## src/rtl/fwd_pkg.sv

```systemverilog
// Shared types and encodings for the forwarding / hazard unit.
//   FWD_REG_AW, FWD_NUM_SRC : default register-address width and sources/instr
//   SEL_RF/SEL_MEM/SEL_WB   : forward-select encodings (0 = no forward)
//   stage_tag_t             : one in-flight instruction tag in the shadow pipe
package fwd_pkg;
  localparam int FWD_REG_AW  = 5;
  localparam int FWD_NUM_SRC = 2;

  localparam int SEL_RF  = 0;
  localparam int SEL_MEM = 1;
  localparam int SEL_WB  = 2;

  typedef struct packed {
    logic                                   valid;
    logic                                   regwrite;
    logic                                   is_load;
    logic [FWD_REG_AW-1:0]                  rd;
    logic [FWD_NUM_SRC-1:0][FWD_REG_AW-1:0] src;
    logic [FWD_NUM_SRC-1:0]                 src_used;
  } stage_tag_t;
endpackage

```

## src/rtl/fwd_hazard_unit_if.sv

```systemverilog
// ID-side instruction info in, forward selects / stall / stall counter out.
//   master : pipeline control (drives id_*, flush; reads results)
//   slave  : fwd_hazard_unit
interface fwd_hazard_unit_if
  import fwd_pkg::*;
#(
  parameter int REG_AW  = FWD_REG_AW,
  parameter int NUM_SRC = FWD_NUM_SRC,
  parameter int SEL_W   = 2,
  parameter int CNT_W   = 16
);
  logic                      id_valid;
  logic [NUM_SRC*REG_AW-1:0] id_src;
  logic [NUM_SRC-1:0]        id_src_used;
  logic                      id_regwrite;
  logic [REG_AW-1:0]         id_rd;
  logic                      id_is_load;
  logic                      id_is_branch;
  logic                      flush;
  logic [NUM_SRC*SEL_W-1:0]  ex_fwd_sel;
  logic [NUM_SRC*SEL_W-1:0]  id_fwd_sel;
  logic                      stall;
  logic [CNT_W-1:0]          stall_cnt;

  modport master (
    output id_valid, id_src, id_src_used, id_regwrite, id_rd, id_is_load,
           id_is_branch, flush,
    input  ex_fwd_sel, id_fwd_sel, stall, stall_cnt
  );
  modport slave (
    input  id_valid, id_src, id_src_used, id_regwrite, id_rd, id_is_load,
           id_is_branch, flush,
    output ex_fwd_sel, id_fwd_sel, stall, stall_cnt
  );
endinterface

```

## src/rtl/fwd_match.sv

```systemverilog
// Priority matcher: one source register against DEPTH in-flight tags.
//   en_i   : source is actually read (gates sel_o only)
//   src_i  : source register
//   wr_i   : per stage valid && regwrite
//   rd_i   : per stage destination
//   skip_i : stages whose result cannot be forwarded
//   sel_o  : smallest eligible matching stage index, else SEL_RF
//   hit_o  : raw per-stage match (ignores en_i and skip_i)
module fwd_match
  import fwd_pkg::*;
#(
  parameter int DEPTH = 3,
  parameter int SEL_W = $clog2(DEPTH)
) (
  input  logic                             en_i,
  input  logic [FWD_REG_AW-1:0]            src_i,
  input  logic [DEPTH-1:0]                 wr_i,
  input  logic [DEPTH-1:0][FWD_REG_AW-1:0] rd_i,
  input  logic [DEPTH-1:0]                 skip_i,
  output logic [SEL_W-1:0]                 sel_o,
  output logic [DEPTH-1:0]                 hit_o
);
  always_comb begin
    hit_o = '0;
    for (int k = 0; k < DEPTH; k++)
      hit_o[k] = wr_i[k] && (rd_i[k] != '0) && (rd_i[k] == src_i);
    // Scan oldest to youngest so the youngest producer is written last.
    sel_o = SEL_W'(SEL_RF);
    if (en_i)
      for (int k = DEPTH-1; k >= 0; k--)
        if (hit_o[k] && !skip_i[k]) sel_o = SEL_W'(k);
  end
endmodule

```

## src/rtl/fwd_hazard_unit.sv

```systemverilog
// Forwarding and hazard unit with a shadow pipeline of in-flight tags
// (s0=EX, s1=MEM, s2=WB, ...).
//   clk, reset_n : clock, async active-low reset
//   bus (slave)  : ID instruction info + flush in; EX/ID forward selects,
//                  stall and saturating stall counter out
// Tag layout comes from fwd_pkg; REG_AW/NUM_SRC must equal FWD_REG_AW/FWD_NUM_SRC.
module fwd_hazard_unit
  import fwd_pkg::*;
#(
  parameter int REG_AW  = FWD_REG_AW,
  parameter int NUM_SRC = FWD_NUM_SRC,
  parameter int DEPTH   = 3,
  parameter int CNT_W   = 16,
  parameter int SEL_W   = $clog2(DEPTH)
) (
  input  logic             clk,
  input  logic             reset_n,
  fwd_hazard_unit_if.slave bus
);
  stage_tag_t [DEPTH-1:0]             s_q, s_d;
  stage_tag_t                         id_tag;
  logic [CNT_W-1:0]                   cnt_q, cnt_d;
  logic                               stall, haz;
  logic [DEPTH-1:0]                   tag_wr, ex_skip, id_skip;
  logic [DEPTH-1:0][FWD_REG_AW-1:0]   tag_rd;
  logic [NUM_SRC-1:0][SEL_W-1:0]      ex_sel, id_sel;
  logic [NUM_SRC-1:0][DEPTH-1:0]      id_hit, ex_hit_unused;
  logic                               tail_unused;

  // The oldest stage only matters for its write-back match.
  assign tail_unused = ^{s_q[DEPTH-1].is_load, s_q[DEPTH-1].src,
                         s_q[DEPTH-1].src_used};

  always_comb begin
    id_tag          = '0;
    id_tag.valid    = bus.id_valid;
    id_tag.regwrite = bus.id_regwrite;
    id_tag.is_load  = bus.id_is_load;
    id_tag.rd       = bus.id_rd;
    for (int j = 0; j < NUM_SRC; j++) begin
      id_tag.src[j]      = bus.id_src[j*REG_AW +: REG_AW];
      id_tag.src_used[j] = bus.id_src_used[j];
    end
  end

  always_comb begin
    for (int k = 0; k < DEPTH; k++) begin
      tag_wr[k] = s_q[k].valid && s_q[k].regwrite;
      tag_rd[k] = s_q[k].rd;
    end
    // EX result is never ready for forwarding; a load in MEM is not ready
    // for an ID-stage branch compare either.
    ex_skip          = '0;
    ex_skip[0]       = 1'b1;
    id_skip          = '0;
    id_skip[0]       = 1'b1;
    id_skip[SEL_MEM] = s_q[SEL_MEM].is_load;
  end

  for (genvar j = 0; j < NUM_SRC; j++) begin : g_src
    fwd_match #(.DEPTH(DEPTH), .SEL_W(SEL_W)) u_ex (
      .en_i   (s_q[0].valid && s_q[0].src_used[j]),
      .src_i  (s_q[0].src[j]),
      .wr_i   (tag_wr),
      .rd_i   (tag_rd),
      .skip_i (ex_skip),
      .sel_o  (ex_sel[j]),
      .hit_o  (ex_hit_unused[j])
    );
    fwd_match #(.DEPTH(DEPTH), .SEL_W(SEL_W)) u_id (
      .en_i   (bus.id_valid && bus.id_is_branch && bus.id_src_used[j]),
      .src_i  (id_tag.src[j]),
      .wr_i   (tag_wr),
      .rd_i   (tag_rd),
      .skip_i (id_skip),
      .sel_o  (id_sel[j]),
      .hit_o  (id_hit[j])
    );
  end

  // Load-use (producer load in EX), branch on EX result, branch on MEM load.
  always_comb begin
    haz = 1'b0;
    for (int j = 0; j < NUM_SRC; j++)
      if (bus.id_src_used[j])
        for (int k = 0; k < DEPTH; k++)
          if (id_hit[j][k]) begin
            if (k == 0 && (s_q[0].is_load || bus.id_is_branch)) haz = 1'b1;
            if (k == 1 && bus.id_is_branch && s_q[1].is_load)   haz = 1'b1;
          end
    stall = bus.id_valid && !bus.flush && haz;
  end

  always_comb begin
    s_d[0] = '0;
    if (bus.id_valid && !stall && !bus.flush) s_d[0] = id_tag;
    for (int k = 1; k < DEPTH; k++) s_d[k] = s_q[k-1];
    cnt_d = cnt_q;
    if (stall && cnt_q != '1) cnt_d = cnt_q + 1'b1;
  end

  always_ff @(posedge clk or negedge reset_n) begin
    if (!reset_n) begin
      s_q   <= '0;
      cnt_q <= '0;
    end else begin
      s_q   <= s_d;
      cnt_q <= cnt_d;
    end
  end

  always_comb begin
    bus.ex_fwd_sel = '0;
    bus.id_fwd_sel = '0;
    for (int j = 0; j < NUM_SRC; j++) begin
      bus.ex_fwd_sel[j*SEL_W +: SEL_W] = ex_sel[j];
      bus.id_fwd_sel[j*SEL_W +: SEL_W] = id_sel[j];
    end
  end

  assign bus.stall     = stall;
  assign bus.stall_cnt = cnt_q;
endmodule
```

## src/flat_wrapper.sv

```systemverilog
// flat-port wrapper written by rule: the top's interface ports become plain ports
module fwd_hazard_unit_flat import fwd_pkg::*;
#(
  parameter int REG_AW  = FWD_REG_AW,
  parameter int NUM_SRC = FWD_NUM_SRC,
  parameter int DEPTH   = 3,
  parameter int CNT_W   = 16,
  parameter int SEL_W   = $clog2(DEPTH)
)
  (clk, reset_n, bus_id_valid, bus_id_src, bus_id_src_used, bus_id_regwrite, bus_id_rd, bus_id_is_load, bus_id_is_branch, bus_flush, bus_ex_fwd_sel, bus_id_fwd_sel, bus_stall, bus_stall_cnt);
  fwd_hazard_unit_if #(.REG_AW(REG_AW), .NUM_SRC(NUM_SRC), .SEL_W(SEL_W), .CNT_W(CNT_W)) bus_i ();
  input  logic clk;
  input  logic reset_n;
  input wire logic [$bits(bus_i.id_valid)-1:0] bus_id_valid;
  input wire logic [$bits(bus_i.id_src)-1:0] bus_id_src;
  input wire logic [$bits(bus_i.id_src_used)-1:0] bus_id_src_used;
  input wire logic [$bits(bus_i.id_regwrite)-1:0] bus_id_regwrite;
  input wire logic [$bits(bus_i.id_rd)-1:0] bus_id_rd;
  input wire logic [$bits(bus_i.id_is_load)-1:0] bus_id_is_load;
  input wire logic [$bits(bus_i.id_is_branch)-1:0] bus_id_is_branch;
  input wire logic [$bits(bus_i.flush)-1:0] bus_flush;
  output wire logic [$bits(bus_i.ex_fwd_sel)-1:0] bus_ex_fwd_sel;
  output wire logic [$bits(bus_i.id_fwd_sel)-1:0] bus_id_fwd_sel;
  output wire logic [$bits(bus_i.stall)-1:0] bus_stall;
  output wire logic [$bits(bus_i.stall_cnt)-1:0] bus_stall_cnt;
  assign bus_i.id_valid = bus_id_valid;
  assign bus_i.id_src = bus_id_src;
  assign bus_i.id_src_used = bus_id_src_used;
  assign bus_i.id_regwrite = bus_id_regwrite;
  assign bus_i.id_rd = bus_id_rd;
  assign bus_i.id_is_load = bus_id_is_load;
  assign bus_i.id_is_branch = bus_id_is_branch;
  assign bus_i.flush = bus_flush;
  assign bus_ex_fwd_sel = bus_i.ex_fwd_sel;
  assign bus_id_fwd_sel = bus_i.id_fwd_sel;
  assign bus_stall = bus_i.stall;
  assign bus_stall_cnt = bus_i.stall_cnt;
  fwd_hazard_unit #(.REG_AW(REG_AW), .NUM_SRC(NUM_SRC), .DEPTH(DEPTH), .CNT_W(CNT_W), .SEL_W(SEL_W)) u_core (.clk(clk), .reset_n(reset_n), .bus(bus_i));
endmodule
```

## config.mk

```make
export PLATFORM = sky130hd
export DESIGN_NAME = fwd_hazard_unit_flat
export DESIGN_NICKNAME = d
export VERILOG_FILES = /design/src/rtl/fwd_pkg.sv /design/src/rtl/fwd_hazard_unit_if.sv /design/src/rtl/fwd_match.sv /design/src/rtl/fwd_hazard_unit.sv /design/src/flat_wrapper.sv
export SDC_FILE = /design/constraint.sdc
export NUM_CORES = 1
export LEC_CHECK = 0
export CAP_MARGIN = 10
export CORE_MARGIN = 3
export CORE_UTILIZATION = 58
export CTS_CLUSTER_DIAMETER = 30
export DETAILED_ROUTE_END_ITERATION = 6
export PLACE_DENSITY_LB_ADDON = 0.25
export SYNTH_ARGS = -nofsm -noshare
export SYNTH_HDL_FRONTEND = slang
export SYNTH_HIERARCHICAL = 1
export SYNTH_SLANG_ARGS = --single-unit
```

## constraint.sdc

```tcl
create_clock -name clk -period 7 [get_ports clk]
set_input_delay 1.4 -clock clk [delete_from_list [all_inputs] [get_ports clk]]
set_output_delay 1.4 -clock clk [all_outputs]
set_load 0.02 [all_outputs]
```

# --- Yosys cells after proc, flatten, opt, wreduce, memory -nomap -nowiden ---
# Cells that the tools add are included.
# Widths: inputs -> output; s select.
word_totals:
  ff_bits: 51
  in_bits: 24
  output_inout_bits: 25
  word_cells: 86
classes:
  add_sub_neg: 1
  eq_ne: 11
  muxes: 23
  n_reduce_logical: 36
ops:
  columns: ["cell", "count"]
  rows:
  - ["$eq 5x5->1", 10]
  - ["$logic_and 1x1->1", 29]
  - ["$mux 2", 12]
  - ["$mux 20", 1]
  - ["$add 16x1->16 const B", 1]
  - ["$ne 16x16->1 const B", 1]
  - ["$reduce_bool 5->1", 3]
  - ["$mux 1", 10]
  - ["$logic_not 1->1", 3]
  - ["$logic_or 1x1->1", 1]

# --- Depth between registers and ports, before layout ---
# Gate-level depths: netlist of the first run.
depth:
  depth_word: 17
  ltp_mapped: 8
  ltp_nobuf: 7

# --- Modules after synthesis ---
# The synthesis of the first run kept the hierarchy.
by_module_without_submodules:
  columns: ["mod", "n_inst", "cells_each", "area_each_um2", "seq_area_each_um2"]
  rows:
  - ["fwd_hazard_unit", 1, 150, 1963.1, 1276.2]
  - ["fwd_match", 4, 36, 272.8, 0.0]

# --- Least setup slack after synthesis of the first run ---
# OpenSTA, ideal clock, no wires.
synth_path:
  path_kind: "input -> output"
  startpoint: "in bus_id_src[0]"
  endpoint: "out bus_stall"
  arrival_time_ps: 2541
  t_required_ps: 5600
  slack_ps: 3059
  cell_stages: 6
  n_path_buf: 1
  cell_sequence: "xnor2_1 > o2111ai_1 > nor3_1 > a22oi_2 > o32ai_4 > buf_6"
synth_rtl:
  columns: ["element", "line_no", "text"]
  rows:
  - ["start, declared", "flat_wrapper.sv:15", "input wire logic [$bits(bus_i.id_src)-1:0] bus_id_src;"]
  - ["end, declared", "flat_wrapper.sv:24", "output wire logic [$bits(bus_i.stall)-1:0] bus_stall;"]

==> impl_metrics.json, run 1 <==
{
  "layout_common_cells": "dfrtp_1, xnor2_1, clkdlybuf4s50_1",
  "worstSetupStartpointType": "input pin",
  "first_global_vias": 2465,
  "worstRegToRegCells": 7,
  "insertedDiodeCount": 0,
  "finalSetupViolCount": 0,
  "avgSynthCellArea_sq_um": 10.6,
  "run_status": "finished clean",
  "timing.clock.skew_ps": 9.83,
  "die_w_um": 78.0,
  "numClockSinks": 51,
  "cts_tree": "built",
  "critPathArrivalTime_ps": 4070,
  "clk_root_buffer_cell": "clkbuf_8",
  "cts.clk_slew.worst_paths_ps": 100,
  "setup_repair_after_global_routing_missed_its_margin": "no",
  "drt_first_pass_iters": 4,
  "vdd_ir_drop_max_uv": 115,
  "gp_congestion": 0.903,
  "cts_repair_resized_insts": 0,
  "wl_per_cell_um": 17.4,
  "drt_iter0_markers": 135,
  "die_span_in_y_um": 78.0,
  "grt_overflow": 0,
  "path_class": "in -> out",
  "sw_frac_of_total_pct": 27.6,
  "netlist_area_before_placement_sq_mm": 0.00301,
  "fmax_ghz": 0.183,
  "ios": 49,
  "yosysWarnings": 6,
  "path_max_fanout": 16,
  "place.port_buffers": 48,
  "floorplan.core_area_sq_mm": 0.00488,
  "min_path_type": "reg -> reg",
  "power.density_cell_area_mw_per_mm2": 156,
  "cts_buffers": 5,
  "final_layout_size_suffix_gt1_share_pct": 9.48,
  "sequentialPowerShare_pct": 55.3,
  "num_vias": 2410,
  "flow.area_growth_from_synthesis_pct": 23.0,
  "ctsLongestPathBuffers": 2,
  "report.final.hold_viol_count": 0,
  "first_pass_grt_wire_length_um": 12300,
  "min_delay_path_depth": 0,
  "clkLatencyLatePin_ps": 310,
  "finish.net_count": 372,
  "cts_setup_buffers": 0,
  "fin_setup_tns_ps": 0,
  "maxCapViolCount": 0,
  "grt_antenna_before_repair": 0,
  "timing_max_transition_violations_final": 0,
  "power_switching_uw": 160,
  "critPathRequiredTime_ps": 5600,
  "fp.dieArea_sq_mm": 0.00609,
  "netlist_instances": 284,
  "core.rowCount": 25,
  "worstMarginPinSlew_ps": 943,
  "relSlewSlack_pct": 36.9,
  "intPower_uw": 418,
  "globalRouteTotalUtil_pct": 25.9,
  "htree_num_levels": 2,
  "static_leakage_uw": 0.00145,
  "route.antenna.remaining_nets": 0,
  "p_total_uw": 577,
  "share_clk_of_total_power_pct": 30.9,
  "routed_wirelength_um": 7220,
  "cts-hold-fix-buffers": 0,
  "floorplan.initialDensity_pct": 61.7,
  "final_min_period_over_clock_period_pct": 78.2,
  "detailed_place_hpwl_um": 5120,
  "mostFrequentLayoutCell": "dfrtp_1",
  "critical_path.endpoint_type": "output port",
  "comb_power_share_pct": 13.8,
  "route.detailed.drc": 0,
  "detail_route.vias_per_cell": 5.81,
  "grt_start_max_net_pins": 52,
  "finalWorstPathRequiredPeriod_ps": 5470
}
-- power groups by stage --
stage,logic (uW),registers [uW],clock network (uW)
floorplan,48.1,319,0
global placement,75.4,324,0
detailed placement,78.0,325,0
CTS,78.7,319,183
global route,89.0,321,195
finish,79.8,319,178
-- worst max-delay path, cell delays in order --
cell and delay [ps]:
clkdlybuf4s50_1 640, xnor2_1 160, o2111ai_1 180, nor3_1 210, a22oi_2 140, o32ai_4 610
clkdlybuf4s50_1 730
-- cell type report --
type                    instances  area [sq um]
fillers                       382          1180
flip-flops and latches         51          1280
well taps                      67          83.8
clock inverters                 3          27.5
multi-input cells             236          1740
repair buffers                 49           495
clock buffers                   5          68.8
inverters                       4          15.0
-- final timing paths --
kind	startpoint	endpoint	slack, ps
worst max-delay path	bus_id_src[0]	bus_stall	1530
worst min-delay path	u_core/s_d[59]	u_core/s_q[59]	380
worst max register to register	u_core/s_d[53]	u_core/s_d[27]	4030
worst min register to register	u_core/s_d[59]	u_core/s_q[59]	380
max in group asynchronous	reset_n	u_core/s_d[20]	5500
min in group asynchronous	reset_n	u_core/bus.stall_cnt[7]	990
-- state kept, by name, indices dropped and copies added, names as in the netlist --
signal                count
u_core/id_skip            1
u_core/s_d               27
u_core/bus.stall_cnt     16
u_core/s_q                7
-- per-stage QoR --
step | setup slack [ps] | cell area, sq um | cells | hold WS [ps] | util, %
final | 1530 | 3700 | 415 | 376 | 75.9
after global routing | 1370 | 3700 | 415 | 393 | 75.9
after CTS | 1520 | 3680 | 414 | 379 | 75.5
after detailed placement | 1530 | 3590 | 406 | 353 | 73.5
after global placement | 1590 | 3590 | 406 | 348 | 73.5
after floorplan | 3060 | 3050 | 294 | 346 | -
-- metal layers --
metal | GRT usage, % | wire, um
met5 | 0 | 0
met1 | 35.6 | 3180
met2 | 42.6 | 3570
met3 | 3.44 | 333
met4 | 8.57 | 136
(Power assumes the default switching activity.)
==> run 2: changes to the inputs <==
--- a/config.mk
+++ b/config.mk
@@ -7,7 +7,7 @@
 export LEC_CHECK = 0
 export CAP_MARGIN = 10
 export CORE_MARGIN = 3
-export CORE_UTILIZATION = 58
+export CORE_UTILIZATION = 54
 export CTS_CLUSTER_DIAMETER = 30
 export DETAILED_ROUTE_END_ITERATION = 6
 export PLACE_DENSITY_LB_ADDON = 0.25
==> constraint.sdc (replaced) <==
create_clock -name clk -period 5.1 [get_ports clk]
set_input_delay 1.02 -clock clk [delete_from_list [all_inputs] [get_ports clk]]
set_output_delay 1.02 -clock clk [all_outputs]
set_load 0.02 [all_outputs]
==> impl_metrics.json, run 2 (synthesized netlist as in run 1, its figures left out) <==
{
  "run_status": "finished clean",
  "path_class": "in -> out",
  "critical_path.max_stage_delay_ps": 660,
  "htree_num_levels": 2,
  "first_global_vias": 2418,
  "detail_route.vias_per_cell": 5.73,
  "worstPathCellList": "clkdlybuf4s50_1 > xnor2_1 > o2111ai_1 > nor3_1 > a22oi_2 > o32ai_4 > clkdlybuf4s50_1",
  "final_layout_size_suffix_gt1_share_pct": 9.20,
  "min_path_type": "reg -> reg",
  "ctsLongestPathBuffers": 2,
  "clk_root_buffer_cell": "clkbuf_8",
  "flip_flop_count_of_the_largest_register_after_layout": 27,
  "core.rowCount": 26,
  "numClockSinks": 51,
  "timing.clock.skew_ps": 10.9,
  "finalSetupViolCount": 0,
  "cts_repair_resized_insts": 0,
  "grt_antenna_before_repair": 0,
  "cts_buffers": 5,
  "relSlewSlack_pct": 30.3,
  "floorplan.initialDensity_pct": 57.5,
  "cts.clk_slew.worst_paths_ps": 90,
  "gp_congestion": 0.862,
  "cts_setup_buffers": 0,
  "route.detailed.drc": 0,
  "mostFrequentLayoutCell": "dfrtp_1",
  "comb_power_share_pct": 13.2,
  "critPathArrivalTime_ps": 3320,
  "insertedDiodeCount": 0,
  "drt_iter0_markers": 171,
  "wl_per_cell_um": 16.5,
  "place.port_buffers": 48,
  "sw_frac_of_total_pct": 24.2,
  "critPathRequiredTime_ps": 4080,
  "finalHoldWorstSlack_ps": 372,
  "report.final.hold_viol_count": 0,
  "worst_path_max_delay_cell": "clkdlybuf4s50_1",
  "intPower_uw": 615,
  "cts-hold-fix-buffers": 0,
  "layout_common_cells": "dfrtp_1, xnor2_1, clkdlybuf4s50_1",
  "timing.hold.worst.start": "u_core/s_d[38]",
  "fin_setup_tns_ps": 0,
  "vdd_ir_drop_max_uv": 141,
  "routed_wirelength_um": 6890,
  "finalWorstPathRequiredPeriod_ps": 4340,
  "sequentialPowerShare_pct": 53.9,
  "share_clk_of_total_power_pct": 32.9,
  "fin_ws_ps": 759,
  "fp.dieArea_sq_mm": 0.00650,
  "setup_repair_after_global_routing_missed_its_margin": "no",
  "pre_cts_setup_slack_ps": 751,
  "maxCapViolCount": 0,
  "worst_path_dominant_cell_family": "buffers and inverters",
  "worstSetupStartpoint": "bus_id_src[5]",
  "globalRouteTotalUtil_pct": 23.2,
  "critical_path_buf_inv_count": 2,
  "path_max_fanout": 5,
  "rr_startpoint": "u_core/s_d[56]",
  "drt_first_pass_iters": 4,
  "die_w_um": 80.7,
  "worstSetupStartpointType": "input pin",
  "timing_max_transition_violations_final": 0,
  "clkLatencyLatePin_ps": 300,
  "fmax_ghz": 0.230,
  "route.antenna.remaining_nets": 0,
  "critical_path.endpoint_type": "output port",
  "finish.net_count": 373,
  "die_span_in_y_um": 80.7,
  "finish.utilization_pct": 70.8,
  "detailed_place_hpwl_um": 5000,
  "flow.area_growth_from_synthesis_pct": 23.2,
  "grt_overflow": 0,
  "static_leakage_uw": 0.00146,
  "cts_tree": "built",
  "final_min_period_over_clock_period_pct": 85.1,
  "floorplan.core_area_sq_mm": 0.00524,
  "critical-path-top-cell-by-count": "clkdlybuf4s50_1",
  "grt_start_max_net_pins": 52,
  "worstMarginPinSlew_ps": 1040,
  "ios": 49,
  "power_switching_uw": 196,
  "num_vias": 2394,
  "first_pass_grt_wire_length_um": 11600,
  "power.density_cell_area_mw_per_mm2": 219
}
==> run 2: cell count changes in the layout (fill, tap and decap cells not counted) <==
cell and delta:
buf_4 +2, buf_12 -1, clkinv_4 -1, inv_8 -1, clkbuf_1 +1, bufinv_16 +1
clkinvlp_4 -1
==> run 2: routing by layer <==
metal,vias to the layer above,GRT usage (%),wire [um]
li1,1147,-,-
met1,1148,32.2,2990
met2,82,36.7,3310
met3,17,3.70,447
met4,0,7.94,138
met5,-,0,0
==> run 2: worst paths after layout <==
check,endpoint,slack (ps),cells after the start
setup / recovery,bus_stall,760,7
hold / removal,u_core/s_d[58],370,0
setup reg to reg,u_core/s_d[22],2170,7
hold reg to reg,u_core/s_d[58],370,0
max in group asynchronous,u_core/s_d[54],3860,2
min in group asynchronous,u_core/bus.stall_cnt[15],830,2
==> run 2: worst register-to-register path, cell delays in order (launching register included) <==
cell and delay, ps:
dfrtp_1 540, or4_1 570, nor2_1 140, nor3_1 90, a22oi_1 320, o22ai_1 150, nor2_1 800, and2_1 270
==> run 2: stage by stage <==
| step | cells | total power, uW | cell area (sq um) |
|---|---|---|---|
| after floorplan | 294 | 504 | 3050 |
| final | 418 | 812 | 3710 |
| after global routing | 418 | 854 | 3710 |
| after CTS | 418 | 819 | 3710 |
| after global placement | 411 | 549 | 3600 |
| after detailed placement | 411 | 552 | 3600 |
==> run 2: area by class of cell <==
class	instances	area [sq um]
Multi-Input combinational cell	236	1740
Fill cell	398	1530
Sequential cell	51	1280
Timing Repair Buffer	50	490
Tap cell	70	87.6
Clock buffer	6	72.6
Clock inverter	1	30.0
Inverter	4	15.0
==> run 2: power groups by stage <==
stage	sequential [uW]	clock [uW]	combinational [uW]
2_1_floorplan	438	0	66.1
3_3_place_gp	445	0	104
3_5_place_dp	445	0	107
4_1_cts	437	274	108
5_1_grt	439	296	119
6_report	437	267	107
==> run 3: changes to the inputs <==
--- a/config.mk
+++ b/config.mk
@@ -10,6 +10,7 @@
 export CORE_UTILIZATION = 54
 export CTS_CLUSTER_DIAMETER = 30
 export DETAILED_ROUTE_END_ITERATION = 6
+export GPL_TIMING_DRIVEN = 0
 export PLACE_DENSITY_LB_ADDON = 0.25
 export SYNTH_ARGS = -nofsm -noshare
 export SYNTH_HDL_FRONTEND = slang
==> impl_metrics.json, run 3 (synthesized netlist as in run 1, its figures left out) <==
{
  "run_status": "finished clean",
  "mostFrequentLayoutCell": "dfrtp_1",
  "flow.area_growth_from_synthesis_pct": 24.0,
  "globalRouteTotalUtil_pct": 23.8,
  "gp_congestion": 0.851,
  "core.rowCount": 26,
  "path_class": "in -> out",
  "sequentialPowerShare_pct": 53.7,
  "detail_route.vias_per_cell": 5.57,
  "first_pass_grt_wire_length_um": 11800,
  "static_leakage_uw": 0.00147,
  "post_layout_nonfiller_instances": 420,
  "fin_ws_ps": 408,
  "layout_common_cells": "dfrtp_1, xnor2_1, clkdlybuf4s50_1",
  "critical_path.max_stage_delay_ps": 650,
  "ios": 49,
  "min_delay_path_depth": 0,
  "fin_setup_tns_ps": 0,
  "route.detailed.drc": 0,
  "critical_path.endpoint_type": "output port",
  "cts.clk_slew.worst_paths_ps": 90,
  "floorplan.core_area_sq_mm": 0.00524,
  "comb_power_share_pct": 13.4,
  "fp.dieArea_sq_mm": 0.00650,
  "cts_setup_buffers": 0,
  "place.port_buffers": 48,
  "timing.critical_path.depth": 8,
  "num_vias": 2338,
  "report.final.hold_viol_count": 0,
  "vdd_ir_drop_max_uv": 140,
  "worst_path_dominant_cell_family": "buffers and inverters",
  "insertedDiodeCount": 0,
  "die_w_um": 80.7,
  "worst_path_max_delay_cell": "clkdlybuf4s50_1",
  "worstRegToRegCells": 7,
  "floorplan.initialDensity_pct": 57.5,
  "critPathRequiredTime_ps": 4080,
  "numPlacedInstances": 413,
  "final_layout_size_suffix_gt1_share_pct": 9.43,
  "fmax_ghz": 0.213,
  "clk_root_buffer_cell": "clkbuf_8",
  "cts-hold-fix-buffers": 0,
  "finish.net_count": 375,
  "ctsLongestPathBuffers": 2,
  "route.antenna.remaining_nets": 0,
  "drt_iter0_markers": 134,
  "clkLatencyLatePin_ps": 300,
  "routed_wirelength_um": 6890,
  "intPower_uw": 617,
  "critical-path-top-cell-by-count": "clkdlybuf4s50_1",
  "worstPathCellList": "clkdlybuf4s50_1 > xnor2_1 > o2111ai_1 > nor3_1 > a22oi_2 > o32ai_4 > buf_6 > clkdlybuf4s50_1",
  "grt_overflow": 0,
  "pre_cts_setup_slack_ps": 408,
  "numClockSinks": 51,
  "p_total_uw": 815,
  "setup_repair_after_global_routing_missed_its_margin": "no",
  "timing.clock.skew_ps": 12.5,
  "wl_per_cell_um": 16.4,
  "cts_buffers": 5,
  "min_path_type": "reg -> reg",
  "critPathArrivalTime_ps": 3670,
  "sw_frac_of_total_pct": 24.3,
  "share_clk_of_total_power_pct": 32.9,
  "finalWorstPathRequiredPeriod_ps": 4690,
  "timing_max_transition_violations_final": 0,
  "flip_flop_count_of_the_largest_register_after_layout": 27,
  "cts_repair_resized_insts": 0,
  "drt_first_pass_iters": 4,
  "first_global_vias": 2441,
  "power_switching_uw": 198,
  "grt_start_max_net_pins": 44,
  "power.density_cell_area_mw_per_mm2": 218,
  "htree_num_levels": 2,
  "detailed_place_hpwl_um": 4960,
  "maxCapViolCount": 0,
  "grt_antenna_before_repair": 0,
  "critical_path_buf_inv_count": 3,
  "finalSetupViolCount": 0,
  "final_min_period_over_clock_period_pct": 92.0,
  "worstSetupStartpointType": "input pin",
  "cts_tree": "built",
  "die_span_in_y_um": 80.7,
  "path_max_fanout": 10
}
run 3: cell types whose count changed in the layout (fill, tap and decap cells not counted):
cell	change
buf_4	-2
buf_12	+1
buf_2	+1
buf_6	+1
clkbuf_1	+1
run 3: path summary, 6_finish.rpt:
path / start / slack, ps / end
setup / recovery: bus_id_src[5] / 410 / bus_stall
hold / removal: u_core/s_d[59] / 370 / u_core/s_q[59]
setup reg to reg: u_core/s_d[35] / 2590 / u_core/bus.stall_cnt[1]
hold reg to reg: u_core/s_d[59] / 370 / u_core/s_q[59]
max in group asynchronous: reset_n / 4050 / u_core/s_q[54]
min in group asynchronous: reset_n / 560 / u_core/bus.stall_cnt[13]
run 3: routing by layer:
layer | up-vias | share of wire [%] | global-route usage, %
met5 | - | 0 | 0
met4 | 0 | 1.2 | 8.11
met3 | 8 | 5.3 | 4.48
met2 | 65 | 49 | 38.0
met1 | 1120 | 45 | 32.6
li1 | 1145 | - | -
run 3: area by class of cell:
class                           count  area, sq um
Clock inverter                      1         30.0
Sequential cell                    51         1280
Inverter                            4         15.0
Buffer                              3         20.0
Multi-Input combinational cell    236         1740
Clock buffer                        6         72.6
Timing Repair Buffer               49          495
Tap cell                           70         87.6
Fill cell                         395         1510
run 3: power groups by stage:
stage	clock network, uW	registers [uW]	logic (uW)
CTS	276	437	110
floorplan	0	438	66.1
global placement	0	444	104
detailed placement	0	445	109
global route	299	440	122
finish	268	438	109
run 3: metrics by stage:
stage	cell area, sq um	utilization, %	hold slack [ps]
2_1_floorplan	3050	-	346
3_3_place_gp	3610	69.0	350
3_5_place_dp	3630	69.3	353
4_1_cts	3730	71.3	374
5_1_grt	3730	71.3	382
6_report	3730	71.3	372
